<file path="src/rtl/updn_cnt_gen2.sv">
// Up/down counter with programmable upper bound, wrap/saturate/ping-pong modes, tc pulse and sticky flags.
// Optional prescaler on the step enable when UPDN_PRESCALE_EN is defined (adds presc_div input).
module updn_cnt_gen2 #(
   parameter int CNT_WIDTH      = 8,
   parameter int PRESCALE_WIDTH = 4
) (
   input  logic                      clk,
   input  logic                      rst,
   input  logic                      en,
   input  logic                      up_dn,
   input  logic [1:0]                mode,
   input  logic                      load,
   input  logic [CNT_WIDTH-1:0]      load_val,
   input  logic [CNT_WIDTH-1:0]      max_val,
`ifdef UPDN_PRESCALE_EN
   input  logic [PRESCALE_WIDTH-1:0] presc_div,
`endif
   output logic [CNT_WIDTH-1:0]      count,
   output logic                      dir,
   output logic                      tc,
   output logic                      ovf,
   output logic                      unf
);

   localparam logic [1:0] MODE_WRAP = 2'b00;
   localparam logic [1:0] MODE_SAT  = 2'b01;
   localparam logic [1:0] MODE_PING = 2'b10;
   localparam logic [1:0] MODE_HOLD = 2'b11;

   localparam logic [CNT_WIDTH-1:0] CNT_ZERO = '0;
   localparam logic [CNT_WIDTH-1:0] CNT_ONE  = {{(CNT_WIDTH-1){1'b0}}, 1'b1};

   logic step;

`ifdef UPDN_PRESCALE_EN
   logic [PRESCALE_WIDTH-1:0] presc;
   logic                      presc_hit;

   assign presc_hit = (presc == presc_div);
   assign step      = en & ~load & presc_hit;

   // Phase is preserved across en=0 so a paused timer resumes where it left off.
   always_ff @(posedge clk or posedge rst) begin
      if (rst) begin
         presc <= '0;
      end else if (load) begin
         presc <= '0;
      end else if (en) begin
         if (presc_hit)
            presc <= '0;
         else
            presc <= presc + 1'b1;
      end
   end
`else
   // Without a prescaler the divider compare is constant-true and folds away.
   logic [PRESCALE_WIDTH-1:0] presc;
   assign presc = '0;
   assign step  = en & ~load & (presc == '0);
`endif

   logic [CNT_WIDTH-1:0] load_clamped;
   logic                 at_max;
   logic                 at_zero;
   logic                 above_max;

   assign load_clamped = (load_val > max_val) ? max_val : load_val;
   assign at_max       = (count == max_val);
   assign at_zero      = (count == CNT_ZERO);
   assign above_max    = (count > max_val);

   always_ff @(posedge clk or posedge rst) begin
      if (rst) begin
         count <= '0;
         dir   <= 1'b1;
         tc    <= 1'b0;
         ovf   <= 1'b0;
         unf   <= 1'b0;
      end else begin
         tc <= 1'b0;
         if (load) begin
            count <= load_clamped;
            dir   <= up_dn;
            ovf   <= 1'b0;
            unf   <= 1'b0;
         end else if (step && (mode != MODE_HOLD)) begin
            if (above_max) begin
               // max_val was lowered under the count: clamp and report, nothing else.
               count <= max_val;
               tc    <= 1'b1;
               ovf   <= 1'b1;
            end else begin
               case (mode)
                  MODE_WRAP: begin
                     dir <= up_dn;
                     if (up_dn) begin
                        if (at_max) begin
                           count <= CNT_ZERO;
                           tc    <= 1'b1;
                           ovf   <= 1'b1;
                        end else begin
                           count <= count + CNT_ONE;
                        end
                     end else begin
                        if (at_zero) begin
                           count <= max_val;
                           tc    <= 1'b1;
                           unf   <= 1'b1;
                        end else begin
                           count <= count - CNT_ONE;
                        end
                     end
                  end
                  MODE_SAT: begin
                     dir <= up_dn;
                     if (up_dn) begin
                        if (at_max) begin
                           tc  <= 1'b1;
                           ovf <= 1'b1;
                        end else begin
                           count <= count + CNT_ONE;
                        end
                     end else begin
                        if (at_zero) begin
                           tc  <= 1'b1;
                           unf <= 1'b1;
                        end else begin
                           count <= count - CNT_ONE;
                        end
                     end
                  end
                  MODE_PING: begin
                     if (max_val == CNT_ZERO) begin
                        // Degenerate range: stay at 0, turn around on every step.
                        count <= CNT_ZERO;
                        dir   <= ~dir;
                        tc    <= 1'b1;
                     end else if (dir) begin
                        if (at_max) begin
                           count <= max_val - CNT_ONE;
                           dir   <= 1'b0;
                           tc    <= 1'b1;
                        end else begin
                           count <= count + CNT_ONE;
                        end
                     end else begin
                        if (at_zero) begin
                           count <= CNT_ONE;
                           dir   <= 1'b1;
                           tc    <= 1'b1;
                        end else begin
                           count <= count - CNT_ONE;
                        end
                     end
                  end
                  default: begin
                     count <= count;
                  end
               endcase
            end
         end
      end
   end

endmodule
</file>
<file path="config.mk">
export PLATFORM = sky130hd
export DESIGN_NAME = updn_cnt_gen2
export DESIGN_NICKNAME = d
export VERILOG_FILES = /design/src/rtl/updn_cnt_gen2.sv
export SDC_FILE = /design/constraint.sdc
export NUM_CORES = 1
export LEC_CHECK = 0
export CAP_MARGIN = 20
export CORE_UTILIZATION = 41
export DETAILED_ROUTE_END_ITERATION = 8
export PLACE_DENSITY_LB_ADDON = 0.1
export SETUP_SLACK_MARGIN = 0.4
export SLEW_MARGIN = 20
export SYNTH_ARGS = -nofsm -noshare
export SYNTH_HDL_FRONTEND = slang
export SYNTH_SLANG_ARGS = --single-unit
</file>
<file path="constraint.sdc">
create_clock -name clk -period 3.05 [get_ports clk]
set_input_delay 0.305 -clock clk [delete_from_list [all_inputs] [get_ports clk]]
set_output_delay 0.305 -clock clk [all_outputs]
set_load 0.03 [all_outputs]
</file>
==> impl_metrics.yaml <==
grt:
  grt_pass1_wl_mm: 13.3
  track_usage_pct: 27.8
  grt_max_degree: 21
  antenna_found_initial: 0
  grt_pass1_vias: 2655
  grt_overflow: 0
yosys:
  yosys.area_share.adder_pct: 13.4
  async_reset_ff_share_pct: 100
  synthXorXnorAreaFrac_pct: 5.63
  syn_area_per_cell_um2: 7.18
  synth_flop_cell: "dfrtp_1"
  synthesis.instances: 325
  yosys.area_share.simple_pct: 26.1
  yosys.cell_types.count: 63
  ys_seq_area_share_pct: 12.9
  syn-num-nets: 373
  synth_compound_area_share_pct: 32.2
  yosys-mux-area-fraction_pct: 1.77
  yosys_warnings: 0
  synth_area_um2: 2330
  yosys_register_bits: 12
  synth_top_family_by_area: "compound AO/OA/AOI/OAI gates"
  synth-edff-count: 0
floorplan:
  rows: 27
  coreArea_um2: 5510
  num_io_pins: 35
  die_height_um: 77.4
  fp.dieW_um: 77.4
  die-area_um2: 5990
  initial_core_util_pct: 42.4
finish:
  drive_above_1_share_pct: 15.4
  n_antenna_cell: 0
  final_nets: 419
  area_growth_syn_to_layout_pct: 28.3
  mostFrequentLayoutCell: "clkdlybuf4s50_1"
  finalCoreUtilization_pct: 54.3
  n_fill_cell: 564
  finalNonFillerCells: 442
  seq_area_um2: 304
  final_cell_mix: "clkdlybuf4s50_1 (32), buf_4 (30), nor2_1 (27)"
  multi_input_area_um2: 1880
timing:
  finalSetupViolCount: 0
  fin_worst_skew_ps: 0.527
  slew-limit-headroom_pct: 59.7
  finalSetupTns_ps: 0
  finalCriticalPeriod_ps: 2570
  worst_slack_ps: 484
  grt_setup_unrepaired: "true"
  fmax_mhz: 390
  post-route-period-util_pct: 84.1
  slew_violations: 0
  worstMarginPinSlew_ps: 600
  hold_viol: 0
clocking:
  cts_root_buf: "clkbuf_8"
  cts.clk_slew.worst_paths_ps: 50
  cts_tree: "built"
  htreeDepth: 1
  cts_buffer_depth: 2
  cts_made_buffers: 3
  worstSkewPairLatency_ps: 250
  cts.sinks: 12
place:
  pre_cts_slack_ps: 94.0
  hpwl_mm: 6.28
  gp_congestion: 0.947
  place_inst: 432
  portBuffers: 34
critical_path:
  cp-end-kind: "flop"
  critPathCapture: "count[2]$_DFFE_PP0P_"
  rr_worst_depth: 8
  r2r-end: "count[2]$_DFFE_PP0P_"
  cp-start-kind: "input port"
  rrSetupSlack_ps: 520
  critPathMaxStageDelay_ps: 550
  worstPathArrival_ps: 2740
  critical_path_class: "input port to flop"
  timing.rr.start: "count[0]$_DFFE_PP0P_"
  crit_path_max_fanout: 16
  cp_slowest_cell: "a221o_2"
  worstPathCellList: "clkdlybuf4s50_1 > inv_1 > ha_1 > nor2b_1 > o2111ai_1 > a31oi_2 > a221o_2 > o31a_1 > a31oi_1"
  cp.required_ps: 3220
  startpoint: "max_val[1]"
pwr:
  power_density_nw_per_um2: 630
  vdd_drop_max_mv: 0.423
  p_leak_nw: 1.19
detailed_routing:
  drt_iter0_markers: 192
  first_pass_iters: 6
  routed_wire_length_per_instance_um: 18.4
  drc: 0
  vias: 2861
  drtAntennaViolNets: 0
  drt_wl_total_mm: 8.12
  viasPerCell: 6.47
status:
  run_status: "complete, no violations"
hold_path:
  hp-class: "input port to asynchronous set/reset pin"
flow_run:
  drv_cap: 0
[Yosys cell counts, types with 2 or more instances]
library cell | n | area, um2
o22a_1 | 2 | 17.5
mux2i_1 | 3 | 30.0
o31ai_1 | 4 | 30.0
nor4_1 | 2 | 12.5
a31oi_1 | 15 | 93.8
o21ai_0 | 13 | 65.1
a31o_2 | 4 | 35.0
nor2b_1 | 3 | 18.8
nor4b_1 | 3 | 26.3
a41oi_1 | 2 | 17.5
dfrtp_1 | 11 | 275
inv_1 | 23 | 86.3
nand2b_1 | 2 | 12.5
a21o_1 | 3 | 22.5
xnor2_1 | 4 | 35.0
nand3_1 | 18 | 90.1
o211ai_1 | 9 | 67.6
or3_1 | 4 | 25.0
buf_2 | 2 | 10.0
a21oi_1 | 19 | 95.1
a32oi_1 | 2 | 17.5
nor2_1 | 29 | 109
nor3_1 | 14 | 70.1
nand3b_1 | 3 | 22.5
xor2_1 | 11 | 96.3
o311ai_0 | 2 | 17.5
or4_1 | 5 | 37.5
a221oi_1 | 4 | 35.0
o22ai_1 | 2 | 12.5
a211o_1 | 2 | 17.5
nand4_1 | 5 | 31.3
a311o_1 | 3 | 30.0
o221ai_1 | 3 | 26.3
clkbuf_1 | 19 | 71.3
nand2_1 | 19 | 71.3
and4_1 | 3 | 26.3
a22oi_1 | 3 | 22.5
ha_1 | 25 | 313
[what timing repair did]
item                       4_1_cts  5_1_grt
pin swaps                        0        3
cloned                           0        0
setup endpoints to repair        8       10
resized for setup                2       14
buffers inserted                 0        6
hold buffers                     0        0
[sequential cells by signal, indices dropped and copies added (netlist names)]
signal,count
count,8
dir,1
ovf,1
tc,1
unf,1
[cell families (layout without fill, tap and decap cells)]
logic type | Yosys count | after routing
and+or+nand+nor | 116 | 116
buffers and inverters | 47 | 92
DFF | 12 | 12
muxes | 4 | 4
xor gates and xnor gates | 15 | 15
AOI/OAI and AO/OA | 106 | 106
adders and majority gates | 25 | 25
[critical path: cells and delay by family]
family                   cells  cell delay, ps
AO/OA/AOI/OAI                5            1270
adder cells (fa/ha/maj)      1             340
buffers and inverters        2             670
AND/OR/NAND/NOR              1             140
[worst min path at each step]
| stage | startpoint | to | cells after the start |
|---|---|---|---|
| final | rst | tc$_DFF_PP0_ | 2 |
| after global routing | rst | tc$_DFF_PP0_ | 2 |
| after CTS | rst | tc$_DFF_PP0_ | 2 |
| after detailed placement | ovf$_DFFE_PP0P_ | ovf$_DFFE_PP0P_ | 2 |
| after global placement | unf$_DFFE_PP0P_ | unf$_DFFE_PP0P_ | 2 |
| after floorplan | rst | count[1]$_DFFE_PP0P_ | 1 |
[cell type report]
| type | count | share of cell area (%) |
|---|---|---|
| multi-input combinational | 266 | 62.9 |
| tap | 72 | 3.01 |
| sequential | 12 | 10.2 |
| timing repair buffer | 64 | 19.1 |
| inverter | 24 | 3.01 |
| clock buffer | 4 | 1.84 |
[through the flow]
| step | area, um2 | power [mW] | hold slack [ps] |
|---|---|---|---|
| 6_report | 2990 | 1.88 | 364 |
| 2_1_floorplan | 2340 | 1.18 | 169 |
| 3_5_place_dp | 2850 | 1.63 | 488 |
| 5_1_grt | 2990 | 2.02 | 465 |
| 4_1_cts | 2910 | 1.81 | 381 |
| 3_3_place_gp | 2850 | 1.62 | 487 |
[report_power, final]
part	internal [mW]	total [mW]	switching (mW)	leakage, nW
clock network	0.114	0.179	0.0645	0.0288
logic	0.583	1.38	0.802	1.02
registers	0.212	0.321	0.109	0.142
[layer usage]
| metal | track usage, % | routed length [um] | vias up |
|---|---|---|---|
| met5 | 0 | 0 | - |
| met4 | 13.0 | 380 | 0 |
| met3 | 4.47 | 529 | 37 |
| met2 | 43.5 | 3670 | 136 |
| met1 | 37.1 | 3540 | 1355 |
| li1 | - | - | 1333 |
Note: power is estimated with default switching activity, not from simulation.
